$ cat config.mk
export PLATFORM = sky130hd
export DESIGN_NAME = spi_flash_rd_ctrl
export DESIGN_NICKNAME = d
export VERILOG_FILES = /design/src/rtl/spi_flash_rd_ctrl.sv
export SDC_FILE = /design/constraint.sdc
export NUM_CORES = 1
export LEC_CHECK = 0
export BUFFER_PORTS_ARGS = -buffer_cell sky130_fd_sc_hd__buf_2
export CELL_PAD_IN_SITES_DETAIL_PLACEMENT = 1
export CELL_PAD_IN_SITES_GLOBAL_PLACEMENT = 1
export CORE_UTILIZATION = 45
export DETAILED_ROUTE_END_ITERATION = 8
export GPL_ROUTABILITY_DRIVEN = 0
export PLACE_DENSITY_LB_ADDON = 0.15
export SETUP_SLACK_MARGIN = 0.02
export SLEW_MARGIN = 20
export SYNTH_ARGS = -nofsm -noshare
export SYNTH_HDL_FRONTEND = slang
export SYNTH_SLANG_ARGS = --single-unit
$ cat constraint.sdc
create_clock -name clk -period 3 [get_ports clk]
set_clock_uncertainty 0.15 [all_clocks]
set_input_delay 0.15 -clock clk [delete_from_list [all_inputs] [get_ports clk]]
set_output_delay 0.15 -clock clk [all_outputs]
set_load 0.005 [all_outputs]
$ cat src/rtl/spi_flash_rd_ctrl.sv
// spi_flash_rd_ctrl: SPI mode-0 master that issues 03h READ and returns 32-bit little-endian words.
// Optional macro SPI_FLASH_RD_CTRL_CONT_EN keeps CSn low between words so sequential reads skip cmd/addr.
module spi_flash_rd_ctrl #(
    parameter int CLKDIV = 2
) (
    input  logic        clk,
    input  logic        rst_n,
    input  logic        req_valid,
    output logic        req_ready,
    input  logic [23:0] req_addr,
    output logic        rsp_valid,
    output logic [31:0] rsp_rdata,
    output logic        spi_csn,
    output logic        spi_sck,
    output logic        spi_mosi,
    input  logic        spi_miso,
    output logic [1:0]  dbg_state
);

    // Handshake: a request transfers on any cycle with req_valid && req_ready, and req_ready
    // depends on the state register only. rsp_valid is a one-cycle pulse with no backpressure.

    localparam logic [1:0] ST_IDLE   = 2'd0;
    localparam logic [1:0] ST_SHIFT  = 2'd1;
    localparam logic [1:0] ST_CSWAIT = 2'd2;
`ifdef SPI_FLASH_RD_CTRL_CONT_EN
    localparam logic [1:0] ST_HOLD   = 2'd3;
`endif

    localparam logic [7:0] DIV_LAST  = 8'(CLKDIV - 1);
    localparam logic [8:0] WAIT_LAST = 9'(2 * CLKDIV - 1);

    logic [1:0]  state;
    logic [7:0]  div_cnt;
    logic [5:0]  bit_cnt;
    logic [8:0]  wait_cnt;
    logic [31:0] tx_sr;
    logic [31:0] rx_sr;
    logic        half_done;
`ifdef SPI_FLASH_RD_CTRL_CONT_EN
    logic [23:0] addr_q;
    logic [23:0] next_addr;
    logic        restart;
`endif

    assign half_done = (div_cnt == DIV_LAST);
    // tx_sr empties to zero after the address bits, so MOSI is low for the whole data phase.
    assign spi_mosi  = tx_sr[31];
    assign dbg_state = state;

`ifdef SPI_FLASH_RD_CTRL_CONT_EN
    assign req_ready = (state == ST_IDLE) || (state == ST_HOLD);
`else
    assign req_ready = (state == ST_IDLE);
`endif

    always_ff @(posedge clk or negedge rst_n) begin
        if (!rst_n) begin
            state     <= ST_IDLE;
            div_cnt   <= '0;
            bit_cnt   <= '0;
            wait_cnt  <= '0;
            tx_sr     <= '0;
            rx_sr     <= '0;
            spi_csn   <= 1'b1;
            spi_sck   <= 1'b0;
            rsp_valid <= 1'b0;
            rsp_rdata <= '0;
`ifdef SPI_FLASH_RD_CTRL_CONT_EN
            addr_q    <= '0;
            next_addr <= '0;
            restart   <= 1'b0;
`endif
        end else begin
            rsp_valid <= 1'b0;
            case (state)
                ST_IDLE: begin
                    if (req_valid) begin
                        spi_csn <= 1'b0;
                        tx_sr   <= {8'h03, req_addr};
                        bit_cnt <= '0;
                        div_cnt <= '0;
                        state   <= ST_SHIFT;
`ifdef SPI_FLASH_RD_CTRL_CONT_EN
                        addr_q  <= req_addr;
`endif
                    end
                end

                ST_SHIFT: begin
                    if (!half_done) begin
                        div_cnt <= div_cnt + 8'd1;
                    end else begin
                        div_cnt <= '0;
                        spi_sck <= ~spi_sck;
                        if (!spi_sck) begin
                            // Rising SCK: MISO has been stable since the previous fall.
                            if (bit_cnt[5]) begin
                                rx_sr <= {rx_sr[30:0], spi_miso};
                            end
                        end else if (bit_cnt != 6'd63) begin
                            bit_cnt <= bit_cnt + 6'd1;
                            tx_sr   <= {tx_sr[30:0], 1'b0};
                        end else begin
                            rsp_valid <= 1'b1;
                            rsp_rdata <= {rx_sr[7:0], rx_sr[15:8], rx_sr[23:16], rx_sr[31:24]};
`ifdef SPI_FLASH_RD_CTRL_CONT_EN
                            next_addr <= addr_q + 24'd4;
                            state     <= ST_HOLD;
`else
                            spi_csn   <= 1'b1;
                            wait_cnt  <= '0;
                            state     <= ST_CSWAIT;
`endif
                        end
                    end
                end

                ST_CSWAIT: begin
                    if (wait_cnt != WAIT_LAST) begin
                        wait_cnt <= wait_cnt + 9'd1;
                    end else begin
`ifdef SPI_FLASH_RD_CTRL_CONT_EN
                        if (restart) begin
                            // Non-sequential request from HOLD: reissue the full 03h frame.
                            restart <= 1'b0;
                            spi_csn <= 1'b0;
                            tx_sr   <= {8'h03, addr_q};
                            bit_cnt <= '0;
                            div_cnt <= '0;
                            state   <= ST_SHIFT;
                        end else begin
                            state   <= ST_IDLE;
                        end
`else
                        state <= ST_IDLE;
`endif
                    end
                end

`ifdef SPI_FLASH_RD_CTRL_CONT_EN
                ST_HOLD: begin
                    if (req_valid) begin
                        addr_q  <= req_addr;
                        div_cnt <= '0;
                        if (req_addr == next_addr) begin
                            bit_cnt <= 6'd32;
                            state   <= ST_SHIFT;
                        end else begin
                            spi_csn  <= 1'b1;
                            wait_cnt <= '0;
                            restart  <= 1'b1;
                            state    <= ST_CSWAIT;
                        end
                    end
                end
`endif

                default: begin
                    state <= ST_IDLE;
                end
            endcase
        end
    end

endmodule

**After elaboration in Yosys (flattened, before gate mapping)**

Index checks and enable logic that the tools add are counted.

- Add/subtract/negate cells: 3
- Multiply operators: 0
- Divide/modulo/power cells: 0
- Magnitude comparators: 0
- Equality and inequality tests: 12
- Shifts and indexed selects: 0
- Muxes and demuxes: 33
- Bitwise logic cells: 2
- Reductions and logical operators: 11

Operator list:

| cell | number |
|---|---|
| $mux 32 | 4 |
| $pmux 32 s2 | 1 |
| $mux 9 | 4 |
| $mux 6 | 4 |
| $reduce_and 5->1 | 4 |
| $pmux 9 s2 | 1 |
| $mux 8 | 2 |
| $pmux 8 s2 | 1 |
| $ne 2x2->1 const B | 7 |
| $pmux 6 s2 | 1 |
| $mux 2 | 5 |
| $add 9x1->9 const B | 1 |
| $ne 9x2->1 const B | 1 |
| $add 8x1->8 const B | 1 |
| $eq 8x1->1 const B | 1 |
| $mux 1 | 8 |
| $reduce_and 4->1 | 2 |
| $add 6x1->6 const B | 1 |
| $ne 6x6->1 const B | 1 |
| $pmux 2 s3 | 1 |
| $reduce_and 2->1 | 2 |
| $reduce_bool 2->1 | 2 |
| $eq 2x1->1 const B | 1 |
| $eq 2x2->1 const B | 1 |
| other kinds (3) | 4 |

- Flip-flop bits (word level): 124
- Bits in latches: 0
- Bits in writable memories: 0
- Bits in read-only memories: 0
- Logic and storage cells: 71
- Memories: 0

**Depth between registers and ports, before layout**

Gate-level depths: netlist (run 1).

- Word-level depth: 5
- Mapped depth: 7
- Mapped depth without buffers: 6

**Worst setup path after synthesis (run 1)**

No wires, ideal clock.

- Kind: flip-flop to flip-flop
- From: register div_cnt[1]
- To: register tx_sr[10]
- Data arrival time: 2.007 ns
- Data required time: 2.725 ns
- Path slack: 0.718 ns
- Stages on the path, launching flop included: 8
- Buffers on the path: 1
- Cells stage by stage: dfrtp_1 -> inv_1 -> ha_1 -> or4b_4 -> o21ai_4 -> o311ai_4 -> buf_6 -> mux2_4

- Longest elaborated chain between the ends: 3

Ends and longest elaborated chain:

| item | RTL line | source |
|---|---|---|
| start, declared | 34 | `logic [7:0] div_cnt;` |
| start signal, assigned | 92 | `div_cnt <= div_cnt + 8'd1;` |
| $eq 8x1->1 | 46 | `assign half_done = (div_cnt == DIV_LAST);` |
| $ne 2x2->1 (no line) | -- |  |
| $reduce_and 5->1 (no line) | -- |  |
| end signal, assigned | 80 | `tx_sr <= {8'h03, req_addr};` |
| end signal, assigned | 103 | `tx_sr <= {tx_sr[30:0], 1'b0};` |
| end, declared | 37 | `logic [31:0] tx_sr;` |

Every way passes these cells.
A chain may end at the register's enable or synchronous reset.

**Worst setup path in the final report (run 1)**

- From: register div_cnt[1]
- To: register tx_sr[18]

Same word-level chain as after synthesis.

==> results of run 1 <==
[power by group]
| part | leakage (nW) | switching [mW] | internal, mW |
|---|---|---|---|
| clock | 0.290 | 0.775 | 1.33 |
| sequential | 1.68 | 0.000486 | 1.67 |
| combinational | 1.61 | 0.0450 | 0.0390 |
[final timing paths]
check,slack (ns),to,startpoint
setup / recovery,0.47,tx_sr[18]$_DFFE_PN0P_,div_cnt[1]$_DFFE_PN0P_
max in group asynchronous,1.61,bit_cnt[0]$_DFFE_PN0P_,rst_n
min in group clk,0.35,rsp_rdata[2]$_DFFE_PN0P_,rsp_rdata[2]$_DFFE_PN0P_
hold / removal,0.26,div_cnt[5]$_DFFE_PN0P_,rst_n
setup reg to reg,0.47,tx_sr[18]$_DFFE_PN0P_,div_cnt[1]$_DFFE_PN0P_
hold reg to reg,0.35,rsp_rdata[2]$_DFFE_PN0P_,rsp_rdata[2]$_DFFE_PN0P_
[final cells by class]
cell class / count / share of cell area, %
flip-flops and latches: 124 / 45.62
multi-input cells: 289 / 32.53
repair buffers: 101 / 9.930
clock buffers: 19 / 6.510
well taps: 143 / 2.630
clock inverters: 13 / 2.446
inverters: 6 / 0.3310
[cells by family after synthesis]
| kind of cell | synth area share [%] |
|---|---|
| flip-flops | 57.11 |
| XOR/XNOR | 0.6447 |
| AO/OA/AOI/OAI | 7.942 |
| multiplexers | 19.61 |
| adder cells (fa/ha/maj) | 0.9208 |
| buffers and inverters | 2.164 |
| AND/OR/NAND/NOR | 11.60 |
[per-stage QoR]
stage | setup slack, ns | instances
finish | 0.4670 | 695
global route | 0.3727 | 695
CTS | 0.4623 | 695
detailed placement | 0.4824 | 636
global placement | 0.5501 | 636
floorplan | 0.7176 | 438
[worst max-delay path, stage by stage (launching register included)]
cell                       delay [ns]
sky130_fd_sc_hd__dfrtp_1         0.41
sky130_fd_sc_hd__inv_1           0.09
sky130_fd_sc_hd__ha_1            0.16
sky130_fd_sc_hd__or4b_4          0.52
sky130_fd_sc_hd__o21ai_4         0.26
sky130_fd_sc_hd__o311ai_4        0.12
sky130_fd_sc_hd__buf_4           0.33
sky130_fd_sc_hd__mux2_4          0.36
[metal layers]
layer	up-vias	GRT usage, %
met3	19	6.587
li1	1747	-
met2	53	38.39
met5	-	0
met4	0	10.36
met1	1911	25.83
[cell usage in the layout, fill, tap and decap left out, types with 4 or more instances in the layout]
cell type / n
sky130_fd_sc_hd__clkbuf_16: 17
sky130_fd_sc_hd__ha_1: 4
sky130_fd_sc_hd__nand2_1: 80
sky130_fd_sc_hd__nor3_1: 4
sky130_fd_sc_hd__buf_4: 8
sky130_fd_sc_hd__inv_1: 6
sky130_fd_sc_hd__nand4_1: 4
sky130_fd_sc_hd__a21oi_1: 11
sky130_fd_sc_hd__dlygate4sd3_1: 27
sky130_fd_sc_hd__a21o_1: 5
sky130_fd_sc_hd__buf_2: 65
sky130_fd_sc_hd__o21ai_0: 10
sky130_fd_sc_hd__nor2_1: 15
sky130_fd_sc_hd__a22o_1: 8
sky130_fd_sc_hd__mux2_2: 71
sky130_fd_sc_hd__dfrtp_1: 123
sky130_fd_sc_hd__mux2_4: 15
sky130_fd_sc_hd__nand3_1: 10
[timing repair]
item | CTS | global route
hold endpoints to repair | 95 | 0
hold buffers | 27 | 0
endpoints found under the setup margin | 0 | 0
gates resized for setup | 0 | 0
[flip-flops by register name (all words and copies together) (netlist names)]
register and cells:
rsp_valid 1, div_cnt 8, wait_cnt 9, dbg_state 2, tx_sr 32, rsp_rdata 32, spi_csn 1, bit_cnt 6
spi_sck 1, rx_sr 32
==> metrics.txt, run 1 <==
result of the run=complete, but fails checks; failing checks=DRC; average instance area after synthesis=12.41 sq um; Pins Over Slew Limit=0; unrepaired setup endpoints after global routing=false; DRC errors left=3; proportion of layout cells with a drive suffix above 1=36.41%; Max-slew headroom=37.53%; routed length per instance=17.92 microns; Post-CTS Setup Inserts=0; root buffer cell=sky130_fd_sc_hd__clkbuf_16; most used standard cells in the synthesized netlist=123 x sky130_fd_sc_hd__dfrtp_1, 80 x sky130_fd_sc_hd__nand2_1, 71 x sky130_fd_sc_hd__mux2_2, 15 x sky130_fd_sc_hd__mux2_4, 15 x sky130_fd_sc_hd__nor2_1; number of warning messages in the yosys log=0; multi-input logic area=0.002213 sq mm; static leakage=3.579 nW; fraction of synthesized cell area taken by the top area cell type=56.63%; # H-tree levels=4; period utilization=84.43%; class of the most critical hold timing path=input pin to asynchronous set/reset pin; number of sinks handled by clock tree synthesis=124; vias in the first global route=4113; final HPWL from detailed placement=7392 microns; die outline height=111.9 microns; final core utilization=58.59%; core area=0.01161 sq mm; top cells by area in the synthesized netlist=sky130_fd_sc_hd__dfrtp_1 57%, sky130_fd_sc_hd__mux2_2 15%, sky130_fd_sc_hd__nand2_1 5.5%; Detailed Route WL=12450 microns; hold slack=0.2582 ns; number of CTS-inserted buffers=17; number of buffers on the longest clock path=2; number of enable-type register cells in the synthesized netlist=0; combined area of all synthesized cells=0.005435 sq mm; starting density of the core=46.80%; synthesis-to-finish area growth=25.18%; count of buffers from port buffering=66; accumulated negative setup slack=0 ns; slew at the pin closest to its max-slew limit=0.9371 ns; cell count after synthesis=438; count of final hold-check violations=0; Worst-Skew Late Latency=0.42 ns; average via count per standard cell=5.367; maximum frequency from static timing analysis=394.8 MHz; detailed route wirelength on metal3=465 microns; Setup-failing EPs final=0; die area=0.01252 sq mm; power per standard cell area=568.1 mW/mm^2; CTS tree=built; signal arrival time at the worst endpoint=2.68 ns; cell type with the largest total area after synthesis=sky130_fd_sc_hd__dfrtp_1; Setup crit start kind=register; number of design-rule violations left by the first detailed-router iteration=146; number of primary I/O pins=67; dominant cell by count in the synthesized netlist=sky130_fd_sc_hd__dfrtp_1; total cell area at the placement stage=0.005924 sq mm; cell count of the worst reg-to-reg path=7; Final Power=3.865 mW; post-layout min period=2.533 ns; proportion of synthesized chip area in sequential cells=57.11%; maximum number of pins on one net before global-route repair=75; Post-Layout Inst Area=0.006804 sq mm; GRT Total Usage=22.40%; number of diodes added for antenna fixing=0; Max Fanout on Critical Path=37; Critical Path RT=3.15 ns; sequential cell area in the final layout=0.003104 sq mm; site row count=39; total number of vias=3730; register bit count reported by yosys=124; post-synth net total=470; final-stage net count=571; width of the die=111.9 microns; DRT Pass-1 Iters=6; sum of overflow across all layers after global routing=0; top_reg_cell synth=sky130_fd_sc_hd__dfrtp_1; met2 routed WL=6459 microns; filler cell count in the final layout=1202; Max IR drop VDD=0.4652 mV; DRT antenna net count=0; max_cap viols=0; Metal-1 WL=5285 microns; type of destination of the critical path=register; antenna violations before repair=0; number of different library cells in the post-synthesis netlist=52; clock transition at the registers of the reported paths=0.06 ns; top layer in use=met4; wire length of the first global-routing pass=21270 microns; fraction of synthesis flops using an asynchronous set or reset pin=100.0%; Worst Setup Path Type=register to register
Note: power is estimated with default switching activity, not from simulation.
==> run 2, diff against run 1 <==
--- a/config.mk
+++ b/config.mk
@@ -8,7 +8,7 @@
 export BUFFER_PORTS_ARGS = -buffer_cell sky130_fd_sc_hd__buf_2
 export CELL_PAD_IN_SITES_DETAIL_PLACEMENT = 1
 export CELL_PAD_IN_SITES_GLOBAL_PLACEMENT = 1
-export CORE_UTILIZATION = 45
+export CORE_UTILIZATION = 42
 export DETAILED_ROUTE_END_ITERATION = 8
 export GPL_ROUTABILITY_DRIVEN = 0
 export PLACE_DENSITY_LB_ADDON = 0.15
==> constraint.sdc (replaced) <==
create_clock -name clk -period 2.25 [get_ports clk]
set_clock_uncertainty 0.15 [all_clocks]
set_input_delay 0.1125 -clock clk [delete_from_list [all_inputs] [get_ports clk]]
set_output_delay 0.1125 -clock clk [all_outputs]
set_load 0.005 [all_outputs]
==> metrics.txt, run 2 (synthesis gave the netlist of run 1 again) <==
result of the run=finished clean; Detailed Route WL=13300 microns (+6.9%); power per standard cell area=744.0 mW/mm^2 (+31%); Largest stage delay, worst path=0.50 ns (-0.02 ns); core area=0.01262 sq mm (+8.7%); type of destination of the critical path=register; maximum frequency from static timing analysis=453.3 MHz (+15%); registers with the highest flip-flop counts=rsp_rdata x32, rx_sr x32, tx_sr x32; number of buffers on the longest clock path=2 (unchanged); switch share=21.32% (+0.10 points); fraction of power consumed by sequential logic=41.9% (-1.4 points); routed length per instance=17.86 microns (-0.32%); number of design-rule violations left by the first detailed-router iteration=134 (-8.2%); most common library cell in the layout ignoring fill and taps=sky130_fd_sc_hd__dfrtp_1; Max Fanout on Critical Path=8 (-78%); total number of vias=3817 (+2.3%); share of power burned in the clock network=55.9% (+1.4 points); DRT antenna net count=0 (unchanged); root buffer cell=sky130_fd_sc_hd__clkbuf_16; starting density of the core=43.07% (-3.7 points); static leakage=3.754 nW (+4.9%); Critical Path RT=2.40 ns (-0.75 ns); final-stage net count=592 (+3.7%); Comb pwr share=2.1% (about the same); Worst-Skew Late Latency=0.42 ns (about the same); site row count=41 (+5.1%); unrepaired setup endpoints after global routing=true; accumulated negative setup slack=0 ns (unchanged); number of sinks handled by clock tree synthesis=124 (unchanged); number of primary I/O pins=67 (unchanged); Final Instance Count excl. Fillers=745 (+7.2%); # H-tree levels=4 (unchanged); cell with the largest stage delay on the worst path=sky130_fd_sc_hd__or4b_4; maximum number of pins on one net before global-route repair=58 (-23%); count of buffers from port buffering=66 (unchanged); internal power consumption=4.189 mW (+38%); die area=0.01340 sq mm (+7.0%); average via count per standard cell=5.123 (-4.5%); proportion of layout cells with a drive suffix above 1=39.79% (+3.4 points); max_cap viols=0 (unchanged); Max IR drop VDD=0.5652 mV (+21%); DRT Pass-1 Iters=4 (-2); die outline height=115.8 microns (+3.4%); synthesis-to-finish area growth=31.65%; vias in the first global route=4157 (+1.1%); Max-slew headroom=59.31% (+22 points); GRT Total Usage=21.37% (-1.0 points); Setup-failing EPs final=0 (unchanged); number of diodes added for antenna fixing=0 (unchanged); wire length of the first global-routing pass=21360 microns (+0.46%); hold slack=0.09858 ns (-0.1596 ns); crit-path cells=inv_2 -> ha_4 -> or4b_4 -> nor2_4 -> nand4_1 -> buf_6 -> buf_12 -> mux2_4; Worst Setup Path Type=register to register; cell family with the largest share of critical-path delay=simple AND/OR/NAND/NOR gates; width of the die=115.8 microns (+3.4%); Pins Over Slew Limit=0 (unchanged); DRC errors left=0 (-3); period utilization=98.04% (+14 points); CTS tree=built; clock transition at the registers of the reported paths=0.06 ns (about the same); filler cell count in the final layout=1344 (+12%); commonest cells after routing, fill and taps aside=123 x sky130_fd_sc_hd__dfrtp_1, 80 x sky130_fd_sc_hd__nand2_1, 70 x sky130_fd_sc_hd__mux2_2, 65 x sky130_fd_sc_hd__buf_2, 27 x sky130_fd_sc_hd__dlygate4sd3_1; slew at the pin closest to its max-slew limit=0.6103 ns (-0.3268 ns); post-layout min period=2.206 ns (-0.3271 ns); Placed Cells incl. Taps=680 (+6.9%); count of final hold-check violations=0 (unchanged); Buf+Inv Stages, Crit Path=3 (+1); number of CTS-inserted buffers=17 (unchanged); class of the most critical hold timing path=input pin to asynchronous set/reset pin; Setup crit start kind=register; sum of overflow across all layers after global routing=0 (unchanged); final HPWL from detailed placement=7822 microns (+5.8%); antenna violations before repair=0 (unchanged); signal arrival time at the worst endpoint=2.36 ns (-0.32 ns); power dissipated by switching net loads=1.135 mW (+38%)
[run 2: what timing repair did]
item,CTS,global route
gates resized for setup,7,10
pin swaps,0,3
buffers inserted,3,3
hold buffers,27,0
gates cloned,1,1
hold endpoints to repair,67,0
endpoints found under the setup margin,51,77
[run 2: path summary, 6_finish.rpt]
check | start | to | cells after the start | slack [ns]
max | div_cnt[1]$_DFFE_PN0P_ | rx_sr[21]$_DFFE_PN0P_ | 8 | 0.04
min | rst_n | tx_sr[31]$_DFFE_PN0P_ | 2 | 0.1
max reg2reg | div_cnt[1]$_DFFE_PN0P_ | rx_sr[21]$_DFFE_PN0P_ | 8 | 0.04
min reg2reg | tx_sr[25]$_DFFE_PN0P_ | tx_sr[26]$_DFFE_PN0P_ | 1 | 0.34
max in group asynchronous | rst_n | tx_sr[5]$_DFFE_PN0P_ | 3 | 1.07
min in group clk | req_addr[0] | tx_sr[0]$_DFFE_PN0P_ | 3 | 0.32
[run 2: stage by stage]
| stage | cell area, sq um | setup WS [ns] | total power, mW | util [%] |
|---|---|---|---|---|
| after floorplan | 5444 | -0.007407 | 2.274 | - |
| after global placement | 6130 | 0.05390 | 2.350 | 48.57 |
| after detailed placement | 6130 | -0.01367 | 2.351 | 48.57 |
| after CTS | 7118 | 0.007415 | 5.382 | 56.40 |
| after global routing | 7156 | -0.05281 | 5.473 | 56.70 |
| final | 7156 | 0.04404 | 5.324 | 56.70 |
[run 2: layout make-up]
cell class                      count  area (sq um)  area share, %
Clock buffer                       18         439.2          6.137
Clock inverter                     14         206.4          2.885
Inverter                            6         22.52         0.3147
Multi-Input combinational cell    289          2247          31.40
Sequential cell                   124          3104          43.38
Tap cell                          172         215.2          3.008
Timing Repair Buffer              122         920.9          12.87
[run 2: power by group through the flow]
stage,clock network (mW),logic (mW),registers [mW]
floorplan,0,0.00137,2.27
global placement,0,0.0780,2.27
detailed placement,0,0.0789,2.27
CTS,3.03,0.116,2.23
global route,3.11,0.127,2.23
finish,2.98,0.113,2.23
[run 2: layer usage]
metal | GRT usage (%) | vias up | part of all wire (%)
met5 | 0 | - | 0
met4 | 8.974 | 0 | 1.6
met3 | 4.707 | 16 | 2.8
met2 | 36.63 | 66 | 51
met1 | 26.05 | 1944 | 45
li1 | - | 1791 | -
==> run 3, diff against run 2 <==
--- a/config.mk
+++ b/config.mk
@@ -5,10 +5,11 @@
 export SDC_FILE = /design/constraint.sdc
 export NUM_CORES = 1
 export LEC_CHECK = 0
+export ABC_AREA = 1
 export BUFFER_PORTS_ARGS = -buffer_cell sky130_fd_sc_hd__buf_2
 export CELL_PAD_IN_SITES_DETAIL_PLACEMENT = 1
 export CELL_PAD_IN_SITES_GLOBAL_PLACEMENT = 1
-export CORE_UTILIZATION = 42
+export CORE_UTILIZATION = 39
 export DETAILED_ROUTE_END_ITERATION = 8
 export GPL_ROUTABILITY_DRIVEN = 0
 export PLACE_DENSITY_LB_ADDON = 0.15
==> metrics.txt, run 3 <==
average via count per standard cell=4.919 (-4.0%); die outline height=122.8 microns (+6.1%); accumulated negative setup slack=0 ns (unchanged); Critical Path RT=2.45 ns (+0.05 ns); combined area of all synthesized cells=0.005693 sq mm (+4.7%); unrepaired setup endpoints after global routing=false; CTS tree=built; GRT Total Usage=21.33% (-0.039 points); fraction of synthesis flops using an asynchronous set or reset pin=100.0% (unchanged); dominant cell by count in the synthesized netlist=sky130_fd_sc_hd__nand2_1; most used standard cells in the synthesized netlist=322 x sky130_fd_sc_hd__nand2_1, 123 x sky130_fd_sc_hd__dfrtp_1, 49 x sky130_fd_sc_hd__inv_1, 37 x sky130_fd_sc_hd__nand4_1; clock transition at the registers of the reported paths=0.05 ns (about the same); # H-tree levels=4 (unchanged); post-synthesis compound-gate area fraction=4.132% (-3.8 points); Worst Setup Path Type=register to register; core area=0.01404 sq mm (+11%); width of the die=122.8 microns (+6.1%); maximum number of pins on one net before global-route repair=65 (+12%); combinational family with the most area after synthesis=simple AND/OR/NAND/NOR gates; fraction of synthesized cell area taken by the top area cell type=54.07% (-2.6 points); number of gates resized after CTS=0 (-7); Detailed Route WL=14710 microns (+11%); result of the run=finished clean; final-stage net count=832 (+41%); number of sinks handled by clock tree synthesis=124 (unchanged); Max-slew headroom=63.28% (+4.0 points); Largest stage delay, worst path=0.40 ns (-0.10 ns); count of buffers from port buffering=66 (unchanged); Post-CTS Setup Inserts=0 (-3); total number of vias=4885 (+28%); met2 routed WL=7681 microns (+13%); vias in the first global route=5154 (+24%); number of enable-type register cells in the synthesized netlist=0 (unchanged); routed length per instance=14.81 microns (-17%); most common library cell in the layout ignoring fill and taps=sky130_fd_sc_hd__nand2_1; Pins Over Slew Limit=0 (unchanged); top layer in use=met4; max_cap viols=0 (unchanged); xor and xnor fraction of the mapped netlist area=0.9231% (+0.28 points); detailed route wirelength on metal3=397 microns (+8.5%); type of destination of the critical path=register; DRT antenna net count=0 (unchanged); final core utilization=50.37% (-6.3 points); power per standard cell area=696.6 mW/mm^2 (-6.4%); Placed Cells incl. Taps=934 (+37%); Worst-Skew Late Latency=0.41 ns (about the same); number of different library cells in the post-synthesis netlist=31 (-40%); Metal-1 WL=6354 microns (+7.3%); sum of overflow across all layers after global routing=0 (unchanged); root buffer cell=sky130_fd_sc_hd__clkbuf_16; maximum frequency from static timing analysis=501.5 MHz (+11%); adder-cell share of the synthesized area=0.8791% (-0.042 points); Final Instance Count excl. Fillers=993 (+33%); number of buffers on the longest clock path=2 (unchanged); number of CTS-inserted buffers=17 (unchanged); proportion of layout cells with a drive suffix above 1=15.38% (-24 points); commonest cells after routing, fill and taps aside=322 x sky130_fd_sc_hd__nand2_1, 123 x sky130_fd_sc_hd__dfrtp_1, 65 x sky130_fd_sc_hd__buf_2, 49 x sky130_fd_sc_hd__inv_1, 37 x sky130_fd_sc_hd__nand4_1; registers with the highest flip-flop counts=rsp_rdata x32, rx_sr x32, tx_sr x32; count of final hold-check violations=0 (unchanged); slew at the pin closest to its max-slew limit=0.5508 ns (-0.05952 ns); top cells by area in the synthesized netlist=sky130_fd_sc_hd__dfrtp_1 54%, sky130_fd_sc_hd__nand2_1 21%, sky130_fd_sc_hd__nand4_1 4.1%; cell count of the worst reg-to-reg path=9 (+1); Max Fanout on Critical Path=32 (+24); starting density of the core=40.54% (-2.5 points); number of warning messages in the yosys log=0 (unchanged); number of diodes added for antenna fixing=0 (unchanged); site row count=43 (+4.9%); Post-Synth Simple-Gate Area=32.95% (+21 points); number of primary I/O pins=67 (unchanged); wire length of the first global-routing pass=24700 microns (+16%); signal arrival time at the worst endpoint=2.19 ns (-0.17 ns); post-layout min period=1.994 ns (-0.2118 ns); proportion of synthesized chip area in sequential cells=54.53% (-2.6 points); register bit count reported by yosys=124 (unchanged); DRC errors left=0 (unchanged); crit-path cells=inv_1 -> ha_1 -> nand2_1 -> nor2_1 -> nand2_1 -> clkinv_1 -> buf_4 -> nand4_1 -> nand2_1; Setup crit start kind=register; antenna violations before repair=0 (unchanged); top_reg_cell synth=sky130_fd_sc_hd__dfrtp_1; Setup-failing EPs final=0 (unchanged); cell with the largest stage delay on the worst path=sky130_fd_sc_hd__dfrtp_1; final HPWL from detailed placement=9151 microns (+17%); static leakage=3.802 nW (+1.3%); cell mode on critical path=sky130_fd_sc_hd__nand2_1; period utilization=88.63% (-9.4 points); average instance area after synthesis=8.030 sq um (-35%); cell type with the largest total area after synthesis=sky130_fd_sc_hd__dfrtp_1; cell count after synthesis=709 (+62%); Max IR drop VDD=0.5721 mV (+1.2%); class of the most critical hold timing path=input pin to asynchronous set/reset pin; DRT Pass-1 Iters=5 (+1); mux cell area share after synthesis=0% (-20 points); synthesis-to-finish area growth=24.24%; number of design-rule violations left by the first detailed-router iteration=249 (+86%); post-synth net total=741 (+58%); die area=0.01508 sq mm (+13%)
[run 3: cell count changes after synthesis, moves of 5 or more]
cell and change:
sky130_fd_sc_hd__nand4_1 +33, sky130_fd_sc_hd__nand2_1 +242, sky130_fd_sc_hd__nand2_2 +5, sky130_fd_sc_hd__a22o_1 -8
sky130_fd_sc_hd__nor2_1 +12, sky130_fd_sc_hd__mux2_2 -71, sky130_fd_sc_hd__o21ai_1 +5, sky130_fd_sc_hd__clkbuf_1 +11
sky130_fd_sc_hd__a21oi_1 -7, sky130_fd_sc_hd__nand3_1 +24, sky130_fd_sc_hd__o21ai_0 +24, sky130_fd_sc_hd__inv_1 +43
sky130_fd_sc_hd__mux2_4 -15
[run 3: what timing repair did]
action,CTS,global route
hold endpoints to repair,149,0
hold buffers,27,0
endpoints found under the setup margin,0,0
[run 3: power by group]
part	switching [mW]	internal, mW	total [mW]	leakage (nW)
sequential	0	2.23	2.23	1.70
clock	0.953	1.63	2.58	0.270
combinational	0.0580	0.0544	0.112	1.83
[run 3: path summary, 6_finish.rpt]
kind / start / to / slack (ns)
setup / recovery: div_cnt[1]$_DFFE_PN0P_ / rsp_rdata[27]$_DFFE_PN0P_ / 0.26
hold / removal: rst_n / tx_sr[21]$_DFFE_PN0P_ / 0.06
setup reg to reg: div_cnt[1]$_DFFE_PN0P_ / rsp_rdata[27]$_DFFE_PN0P_ / 0.26
hold reg to reg: rsp_rdata[22]$_DFFE_PN0P_ / rsp_rdata[22]$_DFFE_PN0P_ / 0.32
max in group asynchronous: rst_n / rx_sr[1]$_DFFE_PN0P_ / 1.24
min in group clk: rsp_rdata[22]$_DFFE_PN0P_ / rsp_rdata[22]$_DFFE_PN0P_ / 0.32
[run 3: metal layers]
metal / track usage, % / vias to the layer above
li1: - / 2421
met4: 8.308 / 0
met1: 25.24 / 2376
met3: 4.461 / 23
met2: 37.68 / 65
met5: 0 / -
[run 3: logic make-up (layout without fill, tap and decap cells)]
group,after synthesis,count (layout)
simple gates,441,441
flops,124,124
buf+inv,88,192
compound gates,46,46
xor+xnor,6,6
fa+ha+maj,4,4
[run 3: layout make-up]
cell class	count	area [sq um]
repair buffers	106	763.2
clock inverters	6	60.06
inverters	54	207.7
multi-input cells	497	2213
clock buffers	26	499.2
fillers	1699	6969
well taps	180	225.2
flip-flops and latches	124	3104
[run 3: per-stage QoR]
stage | power, mW | hold WS (ns) | cell area [sq um] | setup slack [ns]
global route | 5.106 | 0.1263 | 7073 | 0.07100
global placement | 2.349 | -0.04373 | 6243 | 0.3359
finish | 4.927 | 0.06122 | 7073 | 0.2558
floorplan | 2.272 | -0.3331 | 5693 | 0.5500
detailed placement | 2.350 | -0.04290 | 6243 | 0.2601
CTS | 4.997 | 0.08081 | 7073 | 0.2478
[run 3: critical path: cells and delay by family (launching register included)]
family | cells | cell delay, ns
buf+inv | 3 | 0.54
fa+ha+maj | 1 | 0.21
simple gates | 5 | 0.63
flops | 1 | 0.40
